`src/rtl/upload_pkg.sv`:
```
// Shared types for the SDRAM upload/download loaders: FSM states, read kinds
// and the fill byte returned for offsets beyond the image.
package upload_pkg;

   typedef enum logic [1:0] {
      S_IDLE,
      S_ISSUE,
      S_LAT,
      S_CAPTURE
   } state_t;

   typedef enum logic {
      K_DEMAND,
      K_PREFETCH
   } kind_t;

   localparam logic [7:0] OOR_FILL = 8'hFF;

endpackage

```
`src/rtl/ce_slot_counter.sv`:
```
// Counts ce_ref strobes while run is high and flags the RD_LAT-th one.
// Reloads whenever run is low, so each read starts a fresh count.
module ce_slot_counter #(
   parameter int RD_LAT = 1
) (
   input  logic clk_sys,
   input  logic reset,
   input  logic ce_ref,
   input  logic run,
   output logic done
);

   localparam int CW = (RD_LAT > 1) ? $clog2(RD_LAT) : 1;
   localparam logic [CW-1:0] LOAD = CW'(RD_LAT - 1);

   logic [CW-1:0] cnt_q;

   assign done = run && ce_ref && (cnt_q == '0);

   always_ff @(posedge clk_sys or posedge reset) begin
      if (reset) begin
         cnt_q <= LOAD;
      end else if (!run) begin
         cnt_q <= LOAD;
      end else if (ce_ref && (cnt_q != '0)) begin
         cnt_q <= cnt_q - 1'b1;
      end
   end

endmodule

```
`src/rtl/ram_upload.sv`:
```
// Streams main RAM from SDRAM to the HPS over the ioctl upload handshake,
// hiding SDRAM latency with a one-byte sequential prefetch.
//
//   state     | meaning
//   ----------+------------------------------------------------
//   S_IDLE    | no read pending
//   S_ISSUE   | mem_rd high, waiting for ce_ref to sample it
//   S_LAT     | request sampled, counting RD_LAT ce_ref strobes
//   S_CAPTURE | mem_dout valid this cycle
module ram_upload
   import upload_pkg::*;
#(
   parameter int          SIZE   = 131072,
   parameter int          RD_LAT = 1,
   parameter logic [22:0] BASE   = 23'h000000
) (
   input  logic        clk_sys,
   input  logic        reset,
   input  logic        ce_ref,
   input  logic        ioctl_upload,
   input  logic        ioctl_rd,
   input  logic [24:0] ioctl_addr,
   output logic [7:0]  ioctl_din,
   output logic        ioctl_wait,
   output logic        mem_rd,
   output logic [22:0] mem_addr,
   output logic [1:0]  mem_bank,
   input  logic        model,
   input  logic [7:0]  mem_dout,
   output logic        busy
);

   localparam logic [22:0] SIZE_L = 23'(SIZE);

   state_t      state_q, state_d;
   kind_t       kind_q, kind_d;
   logic [21:0] rd_off_q, rd_off_d;
   logic        discard_q, discard_d;
   logic        drain_q, drain_d;
   logic        pf_valid_q, pf_valid_d;
   logic [21:0] pf_off_q, pf_off_d;
   logic [7:0]  pf_data_q, pf_data_d;
   logic [7:0]  din_q, din_d;
   logic        wait_q, wait_d;
   logic        busy_q, busy_d;
   logic        upload_q;
   logic        bank_q;

   logic [21:0] off;
   logic        unused_addr_hi;
   logic        rd_acc, up_rise, up_fall, oor, in_flight, pf_track;
   logic        slot_run, slot_done;
   logic        launch;
   logic [21:0] launch_off;

   assign off            = ioctl_addr[21:0];
   assign unused_addr_hi = ^ioctl_addr[24:22];
   assign rd_acc         = ioctl_rd && ioctl_upload && !wait_q;
   assign up_rise        = ioctl_upload && !upload_q;
   assign up_fall        = !ioctl_upload && upload_q;
   assign oor            = ({1'b0, off} >= SIZE_L);
   // A request in ISSUE is already committed if ce_ref samples it this cycle.
   assign in_flight      = (state_q == S_LAT) || ((state_q == S_ISSUE) && ce_ref);
   assign pf_track       = (kind_q == K_PREFETCH) && !discard_q && (rd_off_q == off);
   assign slot_run       = (state_q == S_LAT) || drain_q;

   ce_slot_counter #(.RD_LAT(RD_LAT)) u_slot (
      .clk_sys (clk_sys),
      .reset   (reset),
      .ce_ref  (ce_ref),
      .run     (slot_run),
      .done    (slot_done)
   );

   always_comb begin
      state_d    = state_q;
      kind_d     = kind_q;
      rd_off_d   = rd_off_q;
      discard_d  = discard_q;
      pf_valid_d = pf_valid_q;
      pf_off_d   = pf_off_q;
      pf_data_d  = pf_data_q;
      din_d      = din_q;
      wait_d     = wait_q;
      launch     = 1'b0;
      launch_off = rd_off_q;

      case (state_q)
         S_ISSUE: if (ce_ref) state_d = S_LAT;
         S_LAT:   if (slot_done) state_d = S_CAPTURE;
         S_CAPTURE: begin
            if (discard_q) begin
               state_d   = S_ISSUE;
               discard_d = 1'b0;
            end else if (kind_q == K_DEMAND) begin
               din_d  = mem_dout;
               wait_d = 1'b0;
               launch = 1'b1;
            end else begin
               pf_data_d  = mem_dout;
               pf_off_d   = rd_off_q;
               pf_valid_d = 1'b1;
               state_d    = S_IDLE;
            end
         end
         default: ;
      endcase

      if (rd_acc) begin
         if (oor) begin
            din_d = OOR_FILL;
         end else if ((state_q == S_CAPTURE) && pf_track) begin
            din_d      = mem_dout;
            pf_valid_d = 1'b0;
            launch     = 1'b1;
            launch_off = off;
         end else if (pf_valid_q && (pf_off_q == off)) begin
            din_d      = pf_data_q;
            pf_valid_d = 1'b0;
            launch     = 1'b1;
            launch_off = off;
         end else if (((state_q == S_ISSUE) || (state_q == S_LAT)) && pf_track) begin
            kind_d = K_DEMAND;
            wait_d = 1'b1;
         end else begin
            wait_d     = 1'b1;
            pf_valid_d = 1'b0;
            rd_off_d   = off;
            kind_d     = K_DEMAND;
            // SDRAM reads cannot be cancelled: let a committed one finish first.
            if (in_flight) begin
               discard_d = 1'b1;
            end else begin
               state_d   = S_ISSUE;
               discard_d = 1'b0;
            end
         end
      end

      if (launch) begin
         if (({1'b0, launch_off} + 23'd1) < SIZE_L) begin
            state_d   = S_ISSUE;
            kind_d    = K_PREFETCH;
            rd_off_d  = launch_off + 22'd1;
            discard_d = 1'b0;
         end else begin
            state_d = S_IDLE;
         end
      end

      if (up_rise) pf_valid_d = 1'b0;

      drain_d = drain_q && !slot_done;
      if (up_fall) begin
         state_d    = S_IDLE;
         wait_d     = 1'b0;
         pf_valid_d = 1'b0;
         discard_d  = 1'b0;
         drain_d    = drain_d || ((state_q == S_LAT) && !slot_done)
                              || ((state_q == S_ISSUE) && ce_ref);
      end

      busy_d = ioctl_upload || (state_d != S_IDLE) || drain_d;
   end

   always_ff @(posedge clk_sys or posedge reset) begin
      if (reset) begin
         state_q    <= S_IDLE;
         kind_q     <= K_DEMAND;
         rd_off_q   <= '0;
         discard_q  <= 1'b0;
         drain_q    <= 1'b0;
         pf_valid_q <= 1'b0;
         pf_off_q   <= '0;
         pf_data_q  <= '0;
         din_q      <= OOR_FILL;
         wait_q     <= 1'b0;
         busy_q     <= 1'b0;
         upload_q   <= 1'b0;
         bank_q     <= 1'b0;
      end else begin
         state_q    <= state_d;
         kind_q     <= kind_d;
         rd_off_q   <= rd_off_d;
         discard_q  <= discard_d;
         drain_q    <= drain_d;
         pf_valid_q <= pf_valid_d;
         pf_off_q   <= pf_off_d;
         pf_data_q  <= pf_data_d;
         din_q      <= din_d;
         wait_q     <= wait_d;
         busy_q     <= busy_d;
         upload_q   <= ioctl_upload;
         if (up_rise) bank_q <= model;
      end
   end

   assign ioctl_din  = din_q;
   assign ioctl_wait = wait_q;
   assign mem_rd     = (state_q == S_ISSUE);
   assign mem_addr   = BASE + {1'b0, rd_off_q};
   assign mem_bank   = {1'b0, bank_q};
   assign busy       = busy_q;

endmodule

```
`config.mk`:
```
export PLATFORM = sky130hd
export DESIGN_NAME = ram_upload
export DESIGN_NICKNAME = d
export VERILOG_FILES = /design/src/rtl/upload_pkg.sv /design/src/rtl/ce_slot_counter.sv /design/src/rtl/ram_upload.sv
export SDC_FILE = /design/constraint.sdc
export NUM_CORES = 1
export LEC_CHECK = 0
export ABC_AREA = 1
export CORE_ASPECT_RATIO = 0.7
export CORE_MARGIN = 10
export CORE_UTILIZATION = 55
export DETAILED_ROUTE_END_ITERATION = 16
export DONT_BUFFER_PORTS = 1
export GPL_ROUTABILITY_DRIVEN = 0
export PLACE_DENSITY = 0.7
export REMOVE_ABC_BUFFERS = 1
export SYNTH_ARGS = -nofsm -noshare
export SYNTH_HDL_FRONTEND = slang
export SYNTH_SLANG_ARGS = --single-unit
```
`constraint.sdc`:
```
create_clock -name clk_sys -period 4.4 [get_ports clk_sys]
set_clock_uncertainty 0.1 [all_clocks]
set_input_delay 0.88 -clock clk_sys [delete_from_list [all_inputs] [get_ports clk_sys]]
set_output_delay 0.88 -clock clk_sys [all_outputs]
set_load 0.005 [all_outputs]
```
# Yosys cells after proc, flatten, opt, wreduce, memory -nomap -nowiden
# Cells that the tools add are included.
[op_classes]
add_sub_neg = 3
n_lt_le_gt_ge = 2
eq_ne = 6
mux = 76
n_bitwise = 2
n_reduce_logical = 29
[op_table]
columns = ["op", "n"]
rows = [
  ["$mux 22", 11],
  ["$mux 8", 7],
  ["$mux 1", 45],
  ["$eq 22x22->1", 2],
  ["$mux 2", 12],
  ["$add 22x1->23 const B", 1],
  ["$lt 23x18->1 const B", 1],
  ["$add 22x1->22 const B", 1],
  ["$ge 22x18->1 const B", 1],
  ["$logic_and 1x1->1", 15],
  ["$logic_or 1x1->1", 7],
  ["$pmux 2 s3", 1],
  ["$logic_not 1->1", 5],
  ["$eq 2x2->1 const B", 2],
  ["$reduce_and 3->1", 1],
  ["$eq 2x1->1 const B", 1],
  ["$ne 2x2->1 const B", 1],
  ["$not 1->1", 2],
  ["$reduce_bool 2->1", 1],
  ["$sub 1x1->1 const B", 1],
]
[totals]
regBits = 71
word_cells = 132

# Depth between registers and ports, before layout
# Gate-level depths: netlist of the first run.
[logic_depth]
ltp_word = 17
mapped_depth = 28
ltp_nobuf = 26

# Cells and area by module
# A second synthesis of the first run with hierarchy kept.
[unflattened]
cells_unflattened = 797
hier_area_um2 = 5382.7
[by_module_without_submodules]
columns = ["mod", "instances", "cells_each", "area_per_inst_um2"]
rows = [
  ["ram_upload", 1, 791, 5338.9],
  ["ce_slot_counter", 1, 6, 43.8],
]

# Least setup slack after synthesis of the first run
# No wires, ideal clock.
[synth_timing]
path_kind = "input port to flip-flop"
start = "input ioctl_addr[19]"
end = "register rd_off_q[3]"
setup_ps = 118
arrival_ps = 3311
required_time_ps = 4182
setup_slack_ps = 871
stages = 22
path_cell_list = "nor3_1 > nand3_1 > nor2_2 > buf_2 > nand2_1 > nand2_1 > nand2_1 > inv_1 > ha_1 > nand2_1 > nor2_1 > nand3_2 > nor2_4 > nand2_1 > nand2_1 > nand2_1 > nand3_2 > nor2_4 > buf_6 > buf_8 > nor2_1 > nor2_2"
[synth_via]
elab_chain_len = 10
word_cells_on_any_way = 25
[synth_rtl]
columns = ["element", "line_no", "rtl"]
rows = [
  ["from (decl)", "ram_upload.sv:22", "input logic [24:0] ioctl_addr,"],
  ["branches (longest 9 deep; another with $add 22x1->23)", "--", ""],
  ["$mux 22 *", "ram_upload.sv:140", "if (launch) begin"],
  ["net rd_off_d[3]", "ram_upload.sv:37", "logic [21:0] rd_off_q, rd_off_d;"],
  ["to (signal assigned)", "ram_upload.sv:184", "rd_off_q <= rd_off_d;"],
  ["to (decl)", "ram_upload.sv:37", ""],
]
# Mark *: on every way through the listed nets, which the timed path passes.
# A chain may end at the register's enable or synchronous reset.

# Worst setup path after layout of the first run
[layout_timing]
start = "input ioctl_addr[13]"
end = "register rd_off_q[6]"
# The elaborated chain is that of the path after synthesis.

==> impl_metrics.env, run 1 <==
export IMPL_timing_final_max_slew_violations=0
export IMPL_die_y_um=102
export IMPL_setup_repair_after_global_routing_missed_its_margin="false"
export IMPL_drt_iter0_drc=531
export IMPL_post_synth_mux_area_share_pct=0.215
export IMPL_synth_xor_area_share_pct=3.85
export IMPL_synth_distinct_cells=45
export IMPL_cts_tree="done"
export IMPL_syn_cell_area_mm2=0.00523
export IMPL_floorplan_io_pins=75
export IMPL_drtPass1Iterations=6
export IMPL_netlist_area_leader_share_pct=30.1
export IMPL_die_w_um=137
export IMPL_postSynthRegisterBits=71
export IMPL_finalNonFillerCells=936
export IMPL_ctsRootBufferMaster="sky130_fd_sc_hd__clkbuf_16"
export IMPL_worstPathMaxFanout=28
export IMPL_main_combinational_cell_family_by_area_after_synthesis="simple AND/OR/NAND/NOR gates"
export IMPL_synth_seq_area_share_pct=34.1
export IMPL_timing_max_cap_violations=0
export IMPL_antennaDiodeCount=0
export IMPL_cts_htree_levels=3
export IMPL_initial_utilization_pct=57.0
export IMPL_simple_gate_area_share_of_the_yosys_netlist_pct=37.1
export IMPL_vdd_drop_max_mv=0.241
export IMPL_worst_setup_path_start_kind="input port"
export IMPL_critical_path_class="input port to flop"
export IMPL_layout_cells_most_common_list="265 x sky130_fd_sc_hd__nand2_1, 98 x sky130_fd_sc_hd__inv_1, 96 x sky130_fd_sc_hd__nor2_1"
export IMPL_postSynth_asyncResetShare_pct=100
export IMPL_clk_latency_ns=0.34
export IMPL_status="finished, final reports clean"
export IMPL_globalRoute_totalOverflow=0
export IMPL_critPathLaunch="ioctl_addr[13]"
export IMPL_synth_edf_count=0
export IMPL_hold_viol=0
export IMPL_synth_compound_area_share_pct=12.5
export IMPL_dp_final_hpwl_um=12600
export IMPL_report_final_setup_viol=0
export IMPL_drt_wirelength_per_cell_um=17.3
export IMPL_area_delta_synth_final_pct=8.18
export IMPL_post_route_period_util_pct=86.7
export IMPL_postSynthAreaPerCell_um2=6.49
export IMPL_floorplan_rows=29
export IMPL_placed_cells=920
export IMPL_finalWorstSetupSlack_ns=0.587
export IMPL_reg2reg_from="rd_off_q[17]"
export IMPL_ys_top_cells_by_area="sky130_fd_sc_hd__dfrtp_1 30%, sky130_fd_sc_hd__nand2_1 19%, sky130_fd_sc_hd__inv_1 7.1%"
export IMPL_holdBufCountCts=0
export IMPL_fin_crit_ns=3.81
export IMPL_drt_vias_per_instance=5.64
export IMPL_timing_critical_path_to_type="flop"
export IMPL_cts_made_buffers=9
export IMPL_postCtsResizedCells=0
export IMPL_yosysWarnings=0
export IMPL_detail_route_wirelength_um=16200
export IMPL_detail_route_antenna_nets=0
export IMPL_post_synth_inst_count=806
export IMPL_final_layout_size_suffix_gt1_share_pct=10.5
export IMPL_cts_sinks=71
export IMPL_cts_root_to_sink_buffers=2
export IMPL_fin_total_pwr_w=0.00175
export IMPL_first_global_vias=5001
export IMPL_slew_margin_rel_pct=60.3
export IMPL_preCtsSetupSlack_ns=0.349
export IMPL_dieArea_mm2=0.0139
export IMPL_via_count=5280
export IMPL_final_common_cell="sky130_fd_sc_hd__nand2_1"
export IMPL_post_synthesis_adder_cell_area_fraction_pct=1.20
export IMPL_holdWs_ns=0.374
export IMPL_hold_class="input port to async pin"
export IMPL_synth_top_flop_cell="sky130_fd_sc_hd__dfrtp_1"
export IMPL_cp_required_ns=4.55
export IMPL_pin_count_of_the_biggest_net_entering_global_routing=58
export IMPL_grt_first_pass_wirelength_um=26200
export IMPL_track_usage_pct=24.0
export IMPL_worstMarginPinSlew_ns=0.596
export IMPL_fmax_ghz=0.262
export IMPL_clk_transition_reported_paths_ns=0.06
export IMPL_setup_tns_final_ns=0
export IMPL_buffer_ports_inserted=0
export IMPL_post_cts_buffers=0
export IMPL_antenna_found_initial=0
export IMPL_worst_endpoint_arrival_ns=3.96
export IMPL_placeableCoreArea_mm2=0.00918
export IMPL_synth_largest_area_cell="sky130_fd_sc_hd__dfrtp_1"
export IMPL_net_count_final=851
export IMPL_power_density_mw_per_mm2=308
export IMPL_leakagePower_nw=2.75
export IMPL_detail_route_drc_violations=0
-- synth_stat cells (2+ instances only) --
cell,count
sky130_fd_sc_hd__a21oi_1,17
sky130_fd_sc_hd__inv_2,15
sky130_fd_sc_hd__nand4_1,11
sky130_fd_sc_hd__xnor2_1,13
sky130_fd_sc_hd__buf_6,4
sky130_fd_sc_hd__nand2_1,265
sky130_fd_sc_hd__buf_2,3
sky130_fd_sc_hd__a31oi_1,5
sky130_fd_sc_hd__dfrtp_1,63
sky130_fd_sc_hd__ha_1,5
sky130_fd_sc_hd__nor2_2,11
sky130_fd_sc_hd__nand2_2,8
sky130_fd_sc_hd__dfstp_2,8
sky130_fd_sc_hd__nand3_2,4
sky130_fd_sc_hd__o21ai_4,2
sky130_fd_sc_hd__clkbuf_1,10
sky130_fd_sc_hd__nor2_4,3
sky130_fd_sc_hd__o21ai_1,8
sky130_fd_sc_hd__buf_4,3
sky130_fd_sc_hd__xor2_1,10
sky130_fd_sc_hd__nor2_1,96
sky130_fd_sc_hd__inv_1,99
sky130_fd_sc_hd__a32o_1,8
sky130_fd_sc_hd__nor3_1,10
sky130_fd_sc_hd__o21ai_0,69
sky130_fd_sc_hd__nand3_1,37
-- cell type report --
class | instances | area (um2)
clock buffer | 9 | 225
clock inverter | 7 | 87.6
fill | 870 | 3520
inverter | 115 | 432
multi-input combinational | 599 | 2880
sequential | 71 | 1790
tap | 124 | 155
timing repair buffer | 11 | 95.1
-- metal layers --
metal	routed length [um]	track usage, %	share of wire [%]	vias up
met2	6970	35.0	43	292
met1	6960	33.3	43	2438
met5	0	0	0	-
met3	2060	8.41	13	22
met4	231	5.47	1.4	0
li1	-	-	-	2528
-- registers in the layout, summed over array words and instances, names as in the netlist, 2 cells and up --
name,cells
pf_off_q,22
state_q,2
ioctl_din,8
rd_off_q,22
pf_data_q,8
-- through the flow --
stage                     util (%)  instance area (um2)
after CTS                     61.7                 5660
after global placement        58.3                 5350
after detailed placement      58.3                 5350
after floorplan                  -                 5100
final                         61.7                 5660
after global routing          61.7                 5660
-- report_power, final --
part / internal (W) / switching, W / total [W] / leakage (nW)
sequential: 0.000679 / 0.0000473 / 0.000727 / 0.892
combinational: 0.0000800 / 0.000166 / 0.000246 / 1.70
clock: 0.000492 / 0.000281 / 0.000773 / 0.155
-- kinds of logic after synthesis --
logic type,count (synthesis)
other cells,1
flops,71
fa+ha+maj,5
simple gates,454
mux,1
compound gates,114
xor+xnor,23
buf+inv,137
-- final timing paths --
| path | endpoint | slack, ns | cells past startpoint |
|---|---|---|---|
| max in group asynchronous | pf_off_q[13] | 2.82 | 2 |
| max | rd_off_q[6] | 0.59 | 23 |
| min | pf_data_q[6] | 0.37 | 1 |
| min in group clk_sys | pf_off_q[1] | 0.39 | 2 |
| max reg2reg | rd_off_q[6] | 0.68 | 22 |
| min reg2reg | pf_off_q[1] | 0.39 | 2 |
-- worst max-delay path, stage by stage --
cell,delay [ns]
sky130_fd_sc_hd__inv_1,0.21
sky130_fd_sc_hd__nand2_1,0.11
sky130_fd_sc_hd__o21ai_1,0.09
sky130_fd_sc_hd__nor2_1,0.05
sky130_fd_sc_hd__nand2_1,0.11
sky130_fd_sc_hd__nor2_4,0.05
sky130_fd_sc_hd__nand4_4,0.13
sky130_fd_sc_hd__nand2_4,0.16
sky130_fd_sc_hd__nand2_2,0.25
sky130_fd_sc_hd__nand2_1,0.10
sky130_fd_sc_hd__nand2_2,0.08
sky130_fd_sc_hd__ha_1,0.20
sky130_fd_sc_hd__nand2_1,0.08
sky130_fd_sc_hd__nor2_1,0.32
sky130_fd_sc_hd__nand3_2,0.19
sky130_fd_sc_hd__nor2_4,0.18
sky130_fd_sc_hd__nand3_1,0.08
sky130_fd_sc_hd__nand2_1,0.11
sky130_fd_sc_hd__nand3_2,0.10
sky130_fd_sc_hd__nor2_4,0.13
sky130_fd_sc_hd__buf_12,0.18
sky130_fd_sc_hd__nand2_1,0.06
sky130_fd_sc_hd__o21ai_0,0.09
No activity file was read; power rests on OpenSTA's default activity.
==> run 2: changes to the inputs <==
--- a/config.mk
+++ b/config.mk
@@ -8,3 +8,3 @@
 export ABC_AREA = 1
-export CORE_ASPECT_RATIO = 0.7
+export CORE_ASPECT_RATIO = 0.75
 export CORE_MARGIN = 10
@@ -13,3 +13,2 @@
 export DONT_BUFFER_PORTS = 1
-export GPL_ROUTABILITY_DRIVEN = 0
 export PLACE_DENSITY = 0.7
==> constraint.sdc (replaced) <==
create_clock -name clk_sys -period 4.4 [get_ports clk_sys]
set_clock_uncertainty 0.1 [all_clocks]
set_input_delay 0.44 -clock clk_sys [delete_from_list [all_inputs] [get_ports clk_sys]]
set_output_delay 0.44 -clock clk_sys [all_outputs]
set_load 0.005 [all_outputs]
==> impl_metrics.env, run 2 (synthesis gave the netlist of run 1 again) <==
export IMPL_status="finished, final reports clean"
export IMPL_leakagePower_nw=2.73
export IMPL_initial_utilization_pct=57.1
export IMPL_drt_iter0_drc=599
export IMPL_rr_worst_depth=24
export IMPL_worst_endpoint_arrival_ns=4.09
export IMPL_dp_final_hpwl_um=13000
export IMPL_drtPass1Iterations=6
export IMPL_post_route_period_util_pct=89.9
export IMPL_r2r_end="rd_off_q[3]"
export IMPL_timing_final_max_slew_violations=0
export IMPL_whs_path_depth=0
export IMPL_ctsRootBufferMaster="sky130_fd_sc_hd__clkbuf_16"
export IMPL_critical_path_max_stage_delay_ns=0.49
export IMPL_worstPathMaxFanout=15
export IMPL_hold_class="input port to flop"
export IMPL_drt_vias_per_instance=5.58
export IMPL_hp_start="ioctl_upload"
export IMPL_pin_count_of_the_biggest_net_entering_global_routing=49
export IMPL_drt_wirelength_per_cell_um=17.8
export IMPL_worstPathBufferInverterCount=3
export IMPL_postCtsResizedCells=0
export IMPL_largest_registers_in_the_final_layout="pf_off_q (22), rd_off_q (22)"
export IMPL_buffer_ports_inserted=0
export IMPL_cts_sinks=71
export IMPL_grt_first_pass_wirelength_um=26400
export IMPL_reg2reg_from="rd_off_q[15]"
export IMPL_setup_tns_final_ns=0
export IMPL_worst_setup_path_start_kind="flop"
export IMPL_placeableCoreArea_mm2=0.00916
export IMPL_die_w_um=133
export IMPL_die_y_um=104
export IMPL_detail_route_wirelength_um=16700
export IMPL_first_global_vias=4934
export IMPL_fill_cells=887
export IMPL_timing_critical_path_slowest_stage_cell="sky130_fd_sc_hd__dfrtp_1"
export IMPL_layout_cells_most_common_list="265 x sky130_fd_sc_hd__nand2_1, 98 x sky130_fd_sc_hd__inv_1, 96 x sky130_fd_sc_hd__nor2_1"
export IMPL_cts_htree_levels=3
export IMPL_finalWeightedCongestion=1.00
export IMPL_track_usage_pct=23.7
export IMPL_final_core_utilization_pct=61.8
export IMPL_final_layout_size_suffix_gt1_share_pct=10.6
export IMPL_report_final_setup_viol=0
export IMPL_whs_endpoint="upload_q"
export IMPL_clk_transition_reported_paths_ns=0.06
export IMPL_antenna_found_initial=0
export IMPL_timing_critical_path_to_type="flop"
export IMPL_cts_root_to_sink_buffers=2
export IMPL_cp_required_ns=4.53
export IMPL_clk_latency_ns=0.34
export IMPL_vdd_drop_max_mv=0.202
export IMPL_fin_crit_ns=3.96
export IMPL_globalRoute_totalOverflow=0
export IMPL_cell_family_with_most_cp_delay="simple AND/OR/NAND/NOR gates"
export IMPL_floorplan_io_pins=75
export IMPL_power_density_mw_per_mm2=305
export IMPL_via_count=5249
export IMPL_detail_route_drc_violations=0
export IMPL_detail_route_antenna_nets=0
export IMPL_ff2ff_setup_slack_ns=0.44
export IMPL_final_common_cell="sky130_fd_sc_hd__nand2_1"
export IMPL_cpMostUsedCell="sky130_fd_sc_hd__nand2_1"
export IMPL_cts_tree="done"
export IMPL_setup_repair_after_global_routing_missed_its_margin="false"
export IMPL_fmax_ghz=0.253
export IMPL_holdBufCountCts=0
export IMPL_floorplan_rows=30
export IMPL_post_cts_buffers=0
export IMPL_slew_margin_rel_pct=18.3
export IMPL_antennaDiodeCount=0
export IMPL_net_count_final=852
export IMPL_area_delta_synth_final_pct=8.08
export IMPL_critPathLaunch="rd_off_q[15]"
export IMPL_timing_max_cap_violations=0
export IMPL_dieArea_mm2=0.0139
export IMPL_cts_made_buffers=9
export IMPL_cp_cell_sequence="inv_1 > nand2_1 > nand2_1 > nor2_1 > nand2_1 > nor2_2 > nand4_4 > nand2_4 > nand2_2 > nand2_1 > nand2_2 > ha_1 > nand2_1 > nor2_1 > buf_4 > nand2_1 > nor2_1 > nand3_1 > nand2_1 > nor2_2 > nand4_1 > buf_4 > nor2_1 > nor2_2"
export IMPL_hold_viol=0
export IMPL_worstMarginPinSlew_ns=1.22
export IMPL_critical_path_class="flop to flop"
## run 2: changes by cell type in the layout (fill, tap and decap cells not counted), sizes merged
cell	previous run	this run
clkbuf	9	10
bufinv	2	1
clkinv	5	1
inv	114	115
clkinvlp	1	4
buf	11	12
## run 2: worst max path at each step
| stage | to | depth (start not counted) |
|---|---|---|
| after CTS | rd_off_q[3] | 24 |
| after global placement | rd_off_q[3] | 23 |
| after global routing | busy | 22 |
| after floorplan | rd_off_q[10] | 17 |
| final | rd_off_q[3] | 24 |
| after detailed placement | rd_off_q[3] | 24 |
## run 2: power breakdown
| part | internal [W] | total [W] | leakage, nW | switching (W) |
|---|---|---|---|---|
| Sequential | 0.000679 | 0.000723 | 0.892 | 0.0000440 |
| Combinational | 0.0000804 | 0.000243 | 1.70 | 0.000163 |
| Clock | 0.000456 | 0.000761 | 0.137 | 0.000304 |
## run 2: per-layer routing
layer	track usage (%)	part of all wire, %	wire length (um)	vias up
met5	0	0	0	-
met4	5.96	1.4	236	0
met3	7.24	11	1880	24
met2	35.0	43	7220	242
met1	32.7	44	7380	2449
li1	-	-	-	2534
## run 2: layout make-up
| class | count | area, um2 | area share, % |
|---|---|---|---|
| flip-flops and latches | 71 | 1790 | 31.6 |
| repair buffers | 12 | 90.1 | 1.59 |
| inverters | 115 | 432 | 7.63 |
| clock buffers | 10 | 239 | 4.22 |
| multi-input cells | 599 | 2880 | 50.9 |
| well taps | 128 | 160 | 2.83 |
| clock inverters | 6 | 68.8 | 1.22 |
## run 2: metrics by stage
step           hold slack (ns)  instances  total power, W  setup WS (ns)  instance area [um2]
5_1_grt                 0.0187        941         0.00180          0.185                 5660
3_3_place_gp             0.361        925        0.000970          0.569                 5350
2_1_floorplan            0.348        785        0.000902          0.951                 5100
6_report                0.0264        941         0.00173          0.443                 5660
3_5_place_dp             0.368        925        0.000973          0.537                 5350
4_1_cts                 0.0227        941         0.00173          0.526                 5660
## run 2: worst register-to-register path, stage by stage, from the launching register on
cell	delay, ns
sky130_fd_sc_hd__dfrtp_1	0.49
sky130_fd_sc_hd__inv_1	0.14
sky130_fd_sc_hd__nand2_1	0.10
sky130_fd_sc_hd__nand2_1	0.06
sky130_fd_sc_hd__nor2_1	0.13
sky130_fd_sc_hd__nand2_1	0.08
sky130_fd_sc_hd__nor2_2	0.16
sky130_fd_sc_hd__nand4_4	0.21
sky130_fd_sc_hd__nand2_4	0.28
sky130_fd_sc_hd__nand2_2	0.20
sky130_fd_sc_hd__nand2_1	0.12
sky130_fd_sc_hd__nand2_2	0.05
sky130_fd_sc_hd__ha_1	0.23
sky130_fd_sc_hd__nand2_1	0.08
sky130_fd_sc_hd__nor2_1	0.04
sky130_fd_sc_hd__buf_4	0.16
sky130_fd_sc_hd__nand2_1	0.13
sky130_fd_sc_hd__nor2_1	0.09
sky130_fd_sc_hd__nand3_1	0.08
sky130_fd_sc_hd__nand2_1	0.07
sky130_fd_sc_hd__nor2_2	0.13
sky130_fd_sc_hd__nand4_1	0.24
sky130_fd_sc_hd__buf_4	0.28
sky130_fd_sc_hd__nor2_1	0.14
sky130_fd_sc_hd__nor2_2	0.05
